--- src/rtl/fsm_mestre_linha.sv ---
// ---------------------------------------------------------------------------
// fsm_mestre_linha
// Master sequencer for the bottling line. Moves the conveyor between the
// fill, cap and quality-control stations and issues the command handshake to
// each station slave. Approved bottles are counted into dozens, and a station
// that stalls longer than TIMEOUT_CICLOS cycles drives the line into a
// latched fault that only reset clears.
//
// Ports
//   clk                   50 MHz clock
//   reset                 synchronous reset, active low
//   ligar                 line run switch
//   sensor_enchimento     bottle present at fill position
//   sensor_vedacao        bottle present at cap position
//   sensor_cq             bottle present at QC position
//   enchimento_concluido  fill slave done (held until cmd_encher drops)
//   vedacao_concluida     cap slave done (held until cmd_vedar drops)
//   cq_tarefa_concluida   QC slave approved-and-done
//   cq_descarte_ativo     QC slave discard in progress
//   motor_esteira         conveyor motor
//   cmd_encher            fill command
//   cmd_vedar             cap command
//   cmd_verificar         QC command
//   cont_garrafas         approved bottles in the current dozen (0..DUZIA-1)
//   cont_duzias           completed dozens, saturating at 255
//   duzia_completa        one-cycle pulse when a dozen completes
//   falha                 latched fault
//   estado_dbg            current state encoding
// ---------------------------------------------------------------------------
module fsm_mestre_linha #(
  parameter logic [26:0] TIMEOUT_CICLOS = 27'd100000000,
  parameter logic [3:0]  DUZIA          = 4'd12
) (
  input  logic       clk,
  input  logic       reset,
  input  logic       ligar,
  input  logic       sensor_enchimento,
  input  logic       sensor_vedacao,
  input  logic       sensor_cq,
  input  logic       enchimento_concluido,
  input  logic       vedacao_concluida,
  input  logic       cq_tarefa_concluida,
  input  logic       cq_descarte_ativo,
  output logic       motor_esteira,
  output logic       cmd_encher,
  output logic       cmd_vedar,
  output logic       cmd_verificar,
  output logic [3:0] cont_garrafas,
  output logic [7:0] cont_duzias,
  output logic       duzia_completa,
  output logic       falha,
  output logic [3:0] estado_dbg
);

  typedef enum logic [3:0] {
    IDLE            = 4'd0,
    AVANCA_ENCH     = 4'd1,
    ENCHENDO        = 4'd2,
    LIBERA_ENCH     = 4'd3,
    AVANCA_VED      = 4'd4,
    VEDANDO         = 4'd5,
    LIBERA_VED      = 4'd6,
    AVANCA_CQ       = 4'd7,
    VERIFICANDO     = 4'd8,
    APROVADO_ACK    = 4'd9,
    DESCARTE_ESPERA = 4'd10,
    PROXIMA         = 4'd11,
    FALHA           = 4'd12
  } estado_t;

  estado_t     state_reg, state_next;
  logic [26:0] timer_reg, timer_next;
  logic [3:0]  cont_garrafas_reg, cont_garrafas_next;
  logic [7:0]  cont_duzias_reg, cont_duzias_next;
  logic        duzia_completa_reg, duzia_completa_next;
  logic        motor_reg, motor_next;
  logic        cmd_encher_reg, cmd_encher_next;
  logic        cmd_vedar_reg, cmd_vedar_next;
  logic        cmd_verificar_reg, cmd_verificar_next;
  logic        falha_reg, falha_next;
  logic        timed_state;
  logic        entering_ack;

  // Next state, timer, counters and output decode
  always_comb begin
    state_next          = state_reg;
    timer_next          = '0;
    cont_garrafas_next  = cont_garrafas_reg;
    cont_duzias_next    = cont_duzias_reg;
    duzia_completa_next = 1'b0;
    timed_state         = 1'b1;
    entering_ack        = 1'b0;

    case (state_reg)
      IDLE: begin
        timed_state = 1'b0;
        if (ligar) state_next = AVANCA_ENCH;
      end
      AVANCA_ENCH:     if (sensor_enchimento)     state_next = ENCHENDO;
      ENCHENDO:        if (enchimento_concluido)  state_next = LIBERA_ENCH;
      LIBERA_ENCH:     if (!enchimento_concluido) state_next = AVANCA_VED;
      AVANCA_VED:      if (sensor_vedacao)        state_next = VEDANDO;
      VEDANDO:         if (vedacao_concluida)     state_next = LIBERA_VED;
      LIBERA_VED:      if (!vedacao_concluida)    state_next = AVANCA_CQ;
      AVANCA_CQ:       if (sensor_cq)             state_next = VERIFICANDO;
      VERIFICANDO: begin
        // Approval wins when the slave reports both at once
        if (cq_tarefa_concluida)    state_next = APROVADO_ACK;
        else if (cq_descarte_ativo) state_next = DESCARTE_ESPERA;
      end
      APROVADO_ACK:    if (!cq_tarefa_concluida)  state_next = PROXIMA;
      DESCARTE_ESPERA: if (!cq_descarte_ativo)    state_next = PROXIMA;
      PROXIMA: begin
        timed_state = 1'b0;
        state_next  = ligar ? AVANCA_ENCH : IDLE;
      end
      FALHA: begin
        timed_state = 1'b0;
      end
      default: begin
        // Unreachable encodings are treated as a fault
        timed_state = 1'b0;
        state_next  = FALHA;
      end
    endcase

    // A stall only becomes a fault when no exit condition fired this cycle
    if (timed_state && (state_next == state_reg) &&
        (timer_reg == TIMEOUT_CICLOS - 27'd1)) begin
      state_next = FALHA;
    end

    if (timed_state && (state_next == state_reg)) begin
      timer_next = timer_reg + 27'd1;
    end

    entering_ack = (state_reg == VERIFICANDO) && (state_next == APROVADO_ACK);
    if (entering_ack) begin
      if (cont_garrafas_reg == DUZIA - 4'd1) begin
        cont_garrafas_next  = 4'd0;
        duzia_completa_next = 1'b1;
        if (cont_duzias_reg != 8'hFF) begin
          cont_duzias_next = cont_duzias_reg + 8'd1;
        end
      end else begin
        cont_garrafas_next = cont_garrafas_reg + 4'd1;
      end
    end

    // Moore outputs decoded from the present state, registered below,
    // so they follow the state register by one cycle
    motor_next         = (state_reg == AVANCA_ENCH) || (state_reg == AVANCA_VED) ||
                         (state_reg == AVANCA_CQ);
    cmd_encher_next    = (state_reg == ENCHENDO);
    cmd_vedar_next     = (state_reg == VEDANDO);
    cmd_verificar_next = (state_reg == VERIFICANDO);
    falha_next         = (state_reg == FALHA);
  end

  always_ff @(posedge clk) begin
    if (!reset) begin
      state_reg          <= IDLE;
      timer_reg          <= '0;
      cont_garrafas_reg  <= '0;
      cont_duzias_reg    <= '0;
      duzia_completa_reg <= 1'b0;
      motor_reg          <= 1'b0;
      cmd_encher_reg     <= 1'b0;
      cmd_vedar_reg      <= 1'b0;
      cmd_verificar_reg  <= 1'b0;
      falha_reg          <= 1'b0;
    end else begin
      state_reg          <= state_next;
      timer_reg          <= timer_next;
      cont_garrafas_reg  <= cont_garrafas_next;
      cont_duzias_reg    <= cont_duzias_next;
      duzia_completa_reg <= duzia_completa_next;
      motor_reg          <= motor_next;
      cmd_encher_reg     <= cmd_encher_next;
      cmd_vedar_reg      <= cmd_vedar_next;
      cmd_verificar_reg  <= cmd_verificar_next;
      falha_reg          <= falha_next;
    end
  end

  assign motor_esteira  = motor_reg;
  assign cmd_encher     = cmd_encher_reg;
  assign cmd_vedar      = cmd_vedar_reg;
  assign cmd_verificar  = cmd_verificar_reg;
  assign cont_garrafas  = cont_garrafas_reg;
  assign cont_duzias    = cont_duzias_reg;
  assign duzia_completa = duzia_completa_reg;
  assign falha          = falha_reg;
  // Debug view is the live state register, not the delayed decode
  assign estado_dbg     = state_reg;

endmodule

--- config.mk ---
export PLATFORM = sky130hd
export DESIGN_NAME = fsm_mestre_linha
export DESIGN_NICKNAME = d
export VERILOG_FILES = /design/src/rtl/fsm_mestre_linha.sv
export SDC_FILE = /design/constraint.sdc
export NUM_CORES = 1
export LEC_CHECK = 0
export ABC_AREA = 0
export CORE_AREA = 5 5 80 82
export CTS_BUF_LIST = sky130_fd_sc_hd__clkbuf_4 sky130_fd_sc_hd__clkbuf_8 sky130_fd_sc_hd__clkbuf_16
export DETAILED_ROUTE_END_ITERATION = 10
export DIE_AREA = 0 0 85 87
export PLACE_DENSITY = 0.72
export REMOVE_ABC_BUFFERS = 1
export SYNTH_ARGS = -nofsm -noshare
export SYNTH_HDL_FRONTEND = slang
export SYNTH_SLANG_ARGS = --single-unit
--- constraint.sdc ---
create_clock -name clk -period 2.05 [get_ports clk]
set_input_delay 0.3075 -clock clk [delete_from_list [all_inputs] [get_ports clk]]
set_output_delay 0.3075 -clock clk [all_outputs]
set_load 0.01 [all_outputs]
# Word-level counts from Yosys, hierarchy flattened

Index checks and enable logic that the tools add are counted.

Bits of input ports: 10
Logic and storage cells: 60
Flip-flop bits (word level): 49

$add $sub $neg: 3
Reductions and logical operators: 11
Multiplexer cells: 18
Eq/ne operators: 18

Operators by type and width:

| operator                                                              | number |
|---|---|
| 4-bit 2-to-1 mux                                                      | 14 |
| 4-bit case mux with 13 select lines                                   | 1 |
| 4-bit equality test, second input constant                            | 7 |
| 27-bit by 1-bit adder with 27-bit output, second input constant       | 1 |
| 27-bit equality test, second input constant                           | 1 |
| 4-bit by 3-bit equality test with 1-bit output, second input constant | 4 |
| 10-bit OR reduction                                                   | 1 |
| 8-bit by 1-bit adder with 8-bit output, second input constant         | 1 |
| 4-bit by 2-bit equality test with 1-bit output, second input constant | 2 |
| 4-bit equality test                                                   | 2 |
| 8-bit inequality test, second input constant                          | 1 |
| 4-bit by 1-bit adder with 4-bit output, second input constant         | 1 |
| 4-bit by 1-bit equality test with 1-bit output, second input constant | 1 |
| 1-bit logical AND                                                     | 4 |
| 4-bit logical NOT                                                     | 1 |
| 2-bit AND reduction                                                   | 2 |
| 1-bit 2-to-1 mux                                                      | 3 |
| 3-bit AND reduction                                                   | 1 |
| 1-bit logical OR                                                      | 2 |

# Logic depth before layout (Yosys ltp)

Word-level depth: 10
Mapped depth: 9
Gate-level depth less buffers: 7

# Least setup slack after synthesis

No wires, ideal clock.

Kind: reg-to-reg
Start: register state_reg[1] (netlist: estado_dbg[1])
End: register timer_reg[10]
Library setup time: 114 ps
Cell stages (with the launch flop): 9
Clock period less this slack: 2078 ps
Data arrival time: 1964 ps
Path slack: -28 ps
Cell sequence: dfxtp_1 -> buf_6 -> nor2b_1 -> o311ai_2 -> nand3_1 -> a311oi_2 -> mux2i_2 -> buf_6 -> nor2_2

Word-level cells in the longest chain between the ends: 10

Ends and longest elaborated chain:

| item                                | RTL line | RTL |
|---|---|---|
| start: declaration                  | 71       | `estado_t state_reg, state_next;` |
| start signal: assignment            | 173      | `state_reg <= state_next;` |
| 4-bit 2-to-1 mux                    | 109      | `else if (cq_descarte_ativo) state_next = DESCARTE_ESPERA;` |
| 4-bit 2-to-1 mux                    | 108      | `if (cq_tarefa_concluida) state_next = APROVADO_ACK;` |
| 4-bit case mux with 13 select lines | 94       | `case (state_reg)` |
| 4-bit equality test                 | 128      | `if (timed_state && (state_next == state_reg) &&` |
| 1-bit logical AND (2 in a row)      | 128      |  |
| 4-bit 2-to-1 mux                    | 128      |  |
| 4-bit equality test                 | 133      | `if (timed_state && (state_next == state_reg)) begin` |
| 1-bit logical AND *                 | 133      |  |
| 2-bit AND reduction (no line) *     | --       |  |
| end signal: assignment              | 174      | `timer_reg <= timer_next;` |
| end: declaration                    | 72       | `logic [26:0] timer_reg, timer_next;` |

Every way passes the cells marked *; elsewhere a longest branch is shown, timed or not.
A chain may end at the register's enable or synchronous reset.

# Worst setup path in the final report

Start: register state_reg[3] (netlist: estado_dbg[3])
End: register timer_reg[0]

Same word-level chain as after synthesis.

==> reports/results.md <==
| Stage | Quantity | Value |
| --- | --- | --- |
| route | Number of DRC violations after detailed routing | 0 |
| worst setup path | Reg-to-reg setup timing slack | 0.004 ns |
| sta | Unrepaired setup endpoints after global routing | true |
| route | Avg WL per Cell | 13.2 microns |
| pwr | Net load switching power | 0.534 mW |
| sta | Count of final hold-check violations | 0 |
| logic synthesis | Yosys warns | 0 |
| logic synthesis | Total of flip-flops plus latches after synthesis | 49 |
| worst setup path | R2R depth | 8 |
| pwr | Static leakage | 1.30 nW |
| layout | Fraction of layout instances using a drive strength above 1 | 25.3% |
| route | Number of optimization iterations in the first detailed-route pass | 4 |
| pwr | Worst IR Drop VDD | 333 uV |
| layout | Commonest non-fill, non-tap cells in the layout | dfxtp_1, buf_4, nand3_1 |
| worst setup path | CP bufs+invs | 2 |
| sta | Setup violations, final | 0 |
| min path | Hold Crit Start | cont_duzias[6] |
| run status | Result of the run | complete, no violations |
| grt | Overall Global Routing Usage | 17.1% |
| die | Initial Utilization | 47.9% |
| layout | Most frequent standard cell in the layout excluding fill and tap cells | dfxtp_1 |
| pwr | Gate power share | 21.9% |
| sta | Worst slew margin relative to its limit | 78.6% |
| die | Die Footprint | 0.00740 sq mm |
| clock tree | CTS tree | yes |
| worst setup path | Required time of the critical path | 2.26 ns |
| sta | Max-slew violation count | 0 |
| route | Detailed Route Iter0 Violations | 82 |
| route | Post-route antenna net violation count | 0 |
| layout | Inserted Diodes | 0 |
| die | Die width | 85 microns |
| layout | Area growth from synthesis to layout | 30.9% |
| worst setup path | Kind of cell with the highest combined delay on the critical path | simple AND/OR/NAND/NOR gates |
| grt | Remaining global-route overflow | 0 |
| placed design | RD Place Congestion | 0.893 |
| clock tree | H-Tree Depth | 2 |
| pwr | Internal Dissipation | 1.45 mW |
| worst setup path | Worst r2r dst | timer_reg[0] |
| logic synthesis | Top FF cell, synth | dfxtp_1 |
| pwr | Clock network fraction of total power | 29.0% |
| grt | Largest net degree at the start of global routing | 21 |
| pwr | Power Dens Cells | 559 mW/mm^2 |
| layout | Final non-filler cell total | 462 |
| sta | Maximum clock frequency | 489 MHz |
| clock tree | Maximum buffer depth of the clock tree | 2 |
| worst setup path | Start of the worst register-to-register path | estado_dbg[3] |
| worst setup path | Endpoint class of the critical path | register |
| placed design | Count of buffers inserted at the top-level ports | 31 |
| grt | Via count of the first global-routing pass | 2337 |
| sta | Min cycle time layout | 2.05 ns |
| min path | Hold Crit Depth | 1 |
| worst setup path | Type of element launching the critical path | register |
| clock tree | Number of buffers inserted during clock tree synthesis | 5 |
| logic synthesis | Number of cells produced by synthesis | 319 |
| worst setup path | Largest incremental delay on the critical path | 0.40 ns |
| layout | Number of flip-flops under the largest register name | 27 |
| die | Die outline height | 87 microns |
| worst setup path | WS Path Type | register to register |
| worst setup path | Slowest-stage cell, CP | dfxtp_1 |
| worst setup path | Critical path peak fanout | 20 |
| logic synthesis | Number of enable flip-flop cells after synthesis | 0 |
| clock tree | Number of clock sinks | 49 |
| logic synthesis | Mean Syn Cell Area | 8.52 sq um |
| min path | Class of the worst hold path | register to register |
| placed design | Half-perimeter wire length after detailed placement | 4510 microns |
| grt | Global-route wire length before repair | 10600 microns |
| placed design | Total placed cells including tap cells | 452 |
| sta | Least-Margin Pin Slew | 0.317 ns |
| logic synthesis | Count of distinct cell types in the synthesized netlist | 61 |
| pwr | Sequential Power Share | 49.1% |
| logic synthesis | Share of synthesized area occupied by flip-flops and latches | 36.1% |
| pwr | Net Sw Frac | 26.8% |
| die | Standard-cell rows | 28 |
| sta | Worst Hold Margin | 0.490 ns |
| route | Per-cell via count in the routed design | 5.33 |
| min path | Min-Delay Endpoint | cont_duzias[6] |
| worst setup path | Arr. time, crit path | 2.25 ns |
| logic synthesis | Proportion of synthesized flip-flops having asynchronous set or reset | 0% |
| worst setup path | Cell Chain, Critical Path | nor2b_1 -> nor2_1 -> nor3_1 -> a311oi_2 -> buf_4 -> mux2i_4 -> buf_12 -> nor4bb_2 |
| clock tree | CTS Root Cell | clkbuf_8 |
| layout | Number of nets at the end of the flow | 400 |
| route | Total wire length after detailed routing | 6080 microns |
| die | Core outline area | 0.00568 sq mm |
| run | Max_cap viols | 0 |
| clock tree | Clock-pin slew on the worst setup and hold paths | 0.08 ns |
| die | Number of placed I/O pins | 32 |
| route | Overall via count from detail_route | 2463 |
| sta | Final worst clock skew | 0.00778 ns |
| clock tree | Clock latency on the worst-skew pair | 0.30 ns |
| logic synthesis | Post-synth design cell area | 0.00272 sq mm |
| grt | Antenna violations before repair | 0 |
| sta | Share of the clock period used by the worst path | 99.8% |
==> kinds of logic after synthesis <==
kind of cell	after synthesis	synth area share, %
muxes	5	2.03
AOI/OAI and AO/OA	34	9.63
buffers and inverters	19	4.19
and+or+nand+nor	176	36.0
adders and majority gates	3	1.38
DFF	49	36.1
xor gates and xnor gates	33	10.6
==> layer usage <==
metal | wire length [microns] | track usage, % | share of wire (%)
met2 | 2930 | 29.0 | 48
met4 | 35 | 3.88 | 0.58
met3 | 214 | 3.88 | 3.5
met1 | 2900 | 22.3 | 48
met5 | 0 | 0 | 0
==> power by group through the flow <==
stage | Sequential, mW | Combinational (mW) | Clock (mW)
finish | 0.977 | 0.435 | 0.577
global route | 0.980 | 0.470 | 0.645
CTS | 0.979 | 0.412 | 0.597
detailed placement | 1.00 | 0.410 | 0
global placement | 1.00 | 0.408 | 0
floorplan | 1.01 | 0.181 | 0
==> cell usage after synthesis, types with 2 or more instances <==
master | number | area (sq um)
a21oi_1 | 9 | 45.0
buf_6 | 4 | 45.0
nor3b_1 | 3 | 22.5
mux2i_1 | 3 | 30.0
xnor2_1 | 24 | 210
nor3_1 | 10 | 50.1
o21ai_0 | 5 | 25.0
nand4_1 | 12 | 75.1
and3_1 | 5 | 31.3
nor2_1 | 27 | 101
ha_1 | 3 | 37.5
nor4_1 | 5 | 31.3
dfxtp_1 | 49 | 981
and4_1 | 8 | 70.1
o21a_1 | 2 | 15.0
nor2b_1 | 6 | 37.5
inv_2 | 2 | 7.51
nor2_2 | 21 | 131
nand3_1 | 33 | 165
buf_2 | 7 | 35.0
a31oi_1 | 2 | 12.5
xor2_1 | 9 | 78.8
nand2_1 | 27 | 101
inv_1 | 3 | 11.3
and2_1 | 4 | 25.0
==> worst max path at each step <==
| stage | start | end | slack, ns | depth (start not counted) |
|---|---|---|---|---|
| after floorplan | estado_dbg[1] | timer_reg[26] | -0.97 | 6 |
| final | estado_dbg[3] | timer_reg[0] | 0.004 | 8 |
| after global placement | vedacao_concluida | timer_reg[0] | -0.25 | 9 |
| after global routing | estado_dbg[3] | timer_reg[0] | -0.12 | 8 |
| after detailed placement | vedacao_concluida | timer_reg[0] | -0.29 | 9 |
| after CTS | estado_dbg[1] | timer_reg[0] | 0.004 | 9 |
==> area by class of cell <==
type | instances | area (sq um)
fill | 517 | 2120
multi-input combinational | 251 | 1670
sequential | 49 | 987
timing repair buffer | 75 | 698
tap | 75 | 93.8
clock buffer | 7 | 90.1
inverter | 5 | 18.8
==> timing repair <==
action,CTS,global route
gates resized for setup,3,12
setup endpoints to repair,26,30
hold buffers,0,0
cloned,0,0
pin swaps,0,4
hold endpoints to repair,0,0
setup buffers,0,3
==> metrics by stage <==
stage / worst slack [ns] / util [%] / total power, mW / instance area, sq um / TNS (ns)
2_1_floorplan: -0.969 / - / 1.19 / 2620 / -21.38
3_3_place_gp: -0.252 / 59.8 / 1.41 / 3390 / -6.38
3_5_place_dp: -0.287 / 59.8 / 1.41 / 3390 / -7.34
4_1_cts: 0.00430 / 61.4 / 1.99 / 3480 / 0
5_1_grt: -0.123 / 62.6 / 2.09 / 3550 / -1.66
6_report: 0.00429 / 62.6 / 1.99 / 3550 / 0
==> worst reg2reg max path, cell delays in order, from the launching register on <==
cell and delay (ns):
dfxtp_1 0.40, nor2b_1 0.30, nor2_1 0.09, nor3_1 0.27, a311oi_2 0.08, buf_4 0.17, mux2i_4 0.20, buf_12 0.19
nor4bb_2 0.27
Note: power is estimated with default switching activity, not from simulation.
==> edit 1 (same settings) <==
Register the input `sensor_enchimento` before use. The logic sees it one clock later. The other inputs are not delayed to match.
--- a/src/rtl/fsm_mestre_linha.sv
+++ b/src/rtl/fsm_mestre_linha.sv
@@ -68,6 +68,12 @@
     FALHA           = 4'd12
   } estado_t;
 
+  logic sensor_enchimento_q;
+
+  always_ff @(posedge clk) begin
+    sensor_enchimento_q <= sensor_enchimento;
+  end
+
   estado_t     state_reg, state_next;
   logic [26:0] timer_reg, timer_next;
   logic [3:0]  cont_garrafas_reg, cont_garrafas_next;
@@ -96,7 +102,7 @@
         timed_state = 1'b0;
         if (ligar) state_next = AVANCA_ENCH;
       end
-      AVANCA_ENCH:     if (sensor_enchimento)     state_next = ENCHENDO;
+      AVANCA_ENCH:     if (sensor_enchimento_q)     state_next = ENCHENDO;
       ENCHENDO:        if (enchimento_concluido)  state_next = LIBERA_ENCH;
       LIBERA_ENCH:     if (!enchimento_concluido) state_next = AVANCA_VED;
       AVANCA_VED:      if (sensor_vedacao)        state_next = VEDANDO;
Function: changed (a bounded check fails within 4 cycles, from zero or initial values and one cycle with reset low).
==> edit 1 against the original RTL <==
Die area unchanged; cell area decreased by 4.6%; sequential cell count up 1; setup slack gained 0.034 ns; utilization fell by 2.9 points; area after synthesis is 11% lower; non-clock buffer count is 4 lower; sequential power up 2%; global-route usage down 2.1 points; routed wire length shrank 5.9%; power down 6.0%; highest routed layer unchanged.
==> edit 1: results (changes against the original RTL) <==
[outcome]
status=completed

[logic_synthesis]
synth-compound-area-share=0.0869  ; -0.00936
muxShareOfSynthArea=0.0124  ; -0.00785
synth-xor-area-share=0.123  ; +0.0167
netlist_top_cells_area=dfxtp_1 41%, xor2_1 8.7%, nor2_1 5.4%
ys_seq_area_frac=0.414  ; +0.0527
synth_cell_types=49  ; -20%

[placement]
hpwl_mm=3.89  ; -14%
place_congestion=0.842  ; -5.8%

[final_layout]
final_nets=357  ; -11%
drive_gt1_frac=0.243  ; -0.00975

[global_route]
grt.total_usage=0.151  ; -0.0205
grt_pass1_wl_mm=9.19  ; -13%
grt_pass1_vias=2076  ; -11%

[timing]
relSlewSlack=0.762  ; -0.0246
skew_ns=0.00700  ; -0.000771 ns
holdWs_ns=0.440  ; -0.0501 ns

[routing]
viasPerCell=5.19  ; -2.6%
drt_wl_total_mm=5.72  ; -5.9%

[pwr]
vdd_drop_max_mv=0.361  ; +8.3%
leakagePower_nw=1.22  ; -6.3%
p_int_mw=1.40  ; -3.7%

[critical_path]
rr_startpoint=estado_dbg[0]
worst_r2r_endpoint=timer_reg[16]
rrSetupSlack_ns=0.04  ; +0.03 ns
worstPathMaxFanout=5  ; -75%
ff2ff_path_depth=7  ; -1

[hold_path]
holdPathEnd=sensor_enchimento_q
worstHoldStart=sensor_enchimento
hp-class=in2reg

## edit 1: cell count changes after synthesis, sizes merged, moves of 4 or more
cell   change
nand3     -19
xor2      +15
xnor2     -14
and3       +6
a21oi      -5
buf        -5
nand2      -5
and4       -4
nor3       -4
## edit 1: per-layer routing
| layer | track usage | routed length, microns | up-vias |
|---|---|---|---|
| li1 | - | - | 1102 |
| met1 | 0.182 | 2480 | 1023 |
| met2 | 0.265 | 2900 | 51 |
| met3 | 0.0341 | 278 | 5 |
| met4 | 0.0504 | 60 | 0 |
| met5 | 0 | 0 | - |
## edit 1: power groups by stage
stage	logic, mW	clock network (mW)	registers (mW)
2_1_floorplan	0.0832	0	1.03
4_1_cts	0.226	0.624	0.993
6_report	0.277	0.599	0.994
3_5_place_dp	0.212	0	1.02
5_1_grt	0.298	0.667	0.996
3_3_place_gp	0.209	0	1.02
## edit 1: kinds of logic after synthesis
kind of cell	Yosys count
AO/OA/AOI/OAI	27
XOR/XNOR	34
adder cells (fa/ha/maj)	3
buffers and inverters	15
flip-flops	50
multiplexers	3
AND/OR/NAND/NOR	144
## edit 1: area by class of cell
| type | count | area (sq um) |
|---|---|---|
| clock buffer | 6 | 82.6 |
| clock inverter | 2 | 12.5 |
| fill | 476 | 2280 |
| inverter | 5 | 18.8 |
| multi-input combinational | 211 | 1470 |
| sequential | 50 | 1010 |
| tap | 75 | 93.8 |
| timing repair buffer | 71 | 699 |
## edit 1: how the worst max path moves through the flow
stage,start,end,cells after the start
floorplan,estado_dbg[2],timer_reg[16],6
global placement,cq_descarte_ativo,timer_reg[16],8
detailed placement,cq_descarte_ativo,timer_reg[5],8
CTS,estado_dbg[0],timer_reg[3],8
global route,estado_dbg[2],timer_reg[8],8
finish,estado_dbg[0],timer_reg[16],7
## edit 1: what timing repair did
action,in CTS,in global routing
cloned,1,2
buffers inserted,0,8
pin swaps,4,9
resized for setup,9,31
endpoints found under the setup margin,19,29
## edit 1: metrics by stage
stage,setup TNS [ns],instance area (sq um),cells,worst slack (ns)
6_report,0,3390,420,0.0381
5_1_grt,-0.108,3390,420,-0.0226
4_1_cts,0,3160,410,0.00244
3_5_place_dp,-8.09,3010,401,-0.371
3_3_place_gp,-6.83,3010,401,-0.304
2_1_floorplan,-3.03,2350,266,-0.184
## edit 1: worst max-delay path, stage by stage, from the launching register on
cell and delay [ns]:
dfxtp_4 0.37, or2_4 0.24, a221oi_2 0.25, o22ai_2 0.11
or3_4 0.40, a211o_4 0.32, buf_12 0.16, nor2b_1 0.09
==> edit 2 (same settings) <==
Without the edit above. Change the parameter `TIMEOUT_CICLOS` from 27'd100000000 to 27'd50000000.
--- a/src/rtl/fsm_mestre_linha.sv
+++ b/src/rtl/fsm_mestre_linha.sv
@@ -28,7 +28,7 @@
 //   estado_dbg            current state encoding
 // ---------------------------------------------------------------------------
 module fsm_mestre_linha #(
-  parameter logic [26:0] TIMEOUT_CICLOS = 27'd100000000,
+  parameter logic [26:0] TIMEOUT_CICLOS = 27'd50000000,
   parameter logic [3:0]  DUZIA          = 4'd12
 ) (
   input  logic       clk,
Function: same outputs for any inputs over 10 cycles, from zero or initial values and one cycle with reset low; that may be too few to reach the edited logic, so the function may still have changed.
==> edit 2 against the original RTL <==
Via count up 1.8%; cell area up 7.2%; routed wire length up 14%; highest routed layer unchanged; largest power group unchanged; power up 11%; non-clock buffer count up 10; setup slack worse by 0.13 ns; hold slack worse by 0.013 ns; critical path type unchanged; area after synthesis down 0.88%; the run now ends with setup timing left; critical endpoint is now timer_reg[3]; global-route usage up 0.61 points; sequential cell count unchanged.
==> edit 2: results (changes against the original RTL) <==
[timing]
setup_viol=27  ; +27
fin_ws_ns=-0.122  ; -0.127 ns
setup_tns_ns=-2.10  ; -2.10 ns

[placement]
dp_cells=443  ; -2.0%
hpwl_mm=4.66  ; +3.4%
place_congestion=0.870  ; -2.5%

[global_route]
grt_max_degree=28  ; +33%
gr-usage-met2=0.328  ; +0.0374
grt.total_usage=0.178  ; +0.00612
grt_use_met3=0.0322  ; -0.00662
grt_pass1_vias=2437  ; +4.3%
grt_pass1_wl_mm=10.8  ; +1.6%

[outcome]
violations=setup timing
status=finished with violations

[logic_synthesis]
syn_avg_cell_area_sq_um=8.95  ; +5.1%
ys_seq_area_frac=0.364  ; +0.00319
synthAdderAreaFrac=0.0139  ; +0.000122
muxShareOfSynthArea=0.0112  ; -0.00911
synth-xor-area-share=0.101  ; -0.00557
synth_common_cells=49 x dfxtp_1, 35 x nor2_1, 25 x nand2_1, 16 x xnor2_1, 15 x xor2_1

[routing]
drt_wl_total_mm=6.91  ; +14%
routed-wl-met3_microns=241  ; +13%
wl_met1_mm=2.87  ; -1.2%
drt-initial-drc-count=140  ; +71%

[final_layout]
fillers=443  ; -14%
drive_gt1_frac=0.297  ; +0.0441

[critical_path]
worstPathMaxFanout=8  ; -60%

[pwr]
p_int_mw=1.51  ; +3.9%
leakagePower_nw=1.29  ; -1.0%

[cts]
clk_latency_ns=0.32  ; +0.02 ns

[hold_path]
worstHoldStart=timer_reg[0]

edit 2: cell count changes after synthesis, sizes merged, moves of 7 or more:
cell   before  now
nand3      34   12
nor2       48   35
nor4        5   18
xnor2      24   16
and4        8    1
nor3       11    4
edit 2: path summary, 6_finish.rpt:
path,cells after the start,to,slack [ns]
hold reg to reg,1,timer_reg[0],0.48
setup / recovery,10,timer_reg[3],-0.12
setup reg to reg,10,timer_reg[3],-0.12
hold / removal,1,timer_reg[0],0.48
edit 2: cell type report:
type / count / area (sq um) / share of cell area
multi-input combinational: 232 / 1810 / 0.474
sequential: 49 / 996 / 0.261
timing repair buffer: 85 / 796 / 0.209
tap: 75 / 93.8 / 0.0246
clock buffer: 5 / 68.8 / 0.0181
clock inverter: 3 / 26.3 / 0.00690
inverter: 6 / 22.5 / 0.00591
edit 2: worst max-delay path, cell delays in order, from the launching register on:
cell	delay (ns)
dfxtp_4	0.39
buf_4	0.17
nor3b_2	0.21
o21ai_2	0.10
buf_4	0.13
o211ai_1	0.16
o21ai_2	0.14
a2111oi_4	0.35
buf_4	0.19
clkbuf_16	0.17
nor4_4	0.05
edit 2: through the flow:
step | power (mW) | area, sq um
after floorplan | 1.25 | 2600
after global routing | 2.31 | 3810
after global placement | 1.49 | 3410
after CTS | 2.12 | 3540
after detailed placement | 1.50 | 3410
final | 2.22 | 3810
edit 2: power groups by stage:
stage               Clock, mW  Sequential (mW)  Combinational [mW]
floorplan                   0             1.03               0.220
global placement            0             1.01               0.479
detailed placement          0             1.02               0.488
CTS                     0.627            0.996               0.497
global route            0.673            0.999               0.640
finish                  0.616            0.996               0.604
edit 2: what timing repair did:
item	4_1_cts	5_1_grt
setup endpoints to repair	32	31
cloned	0	2
setup buffers	0	2
resized for setup	10	38
pin swaps	1	17
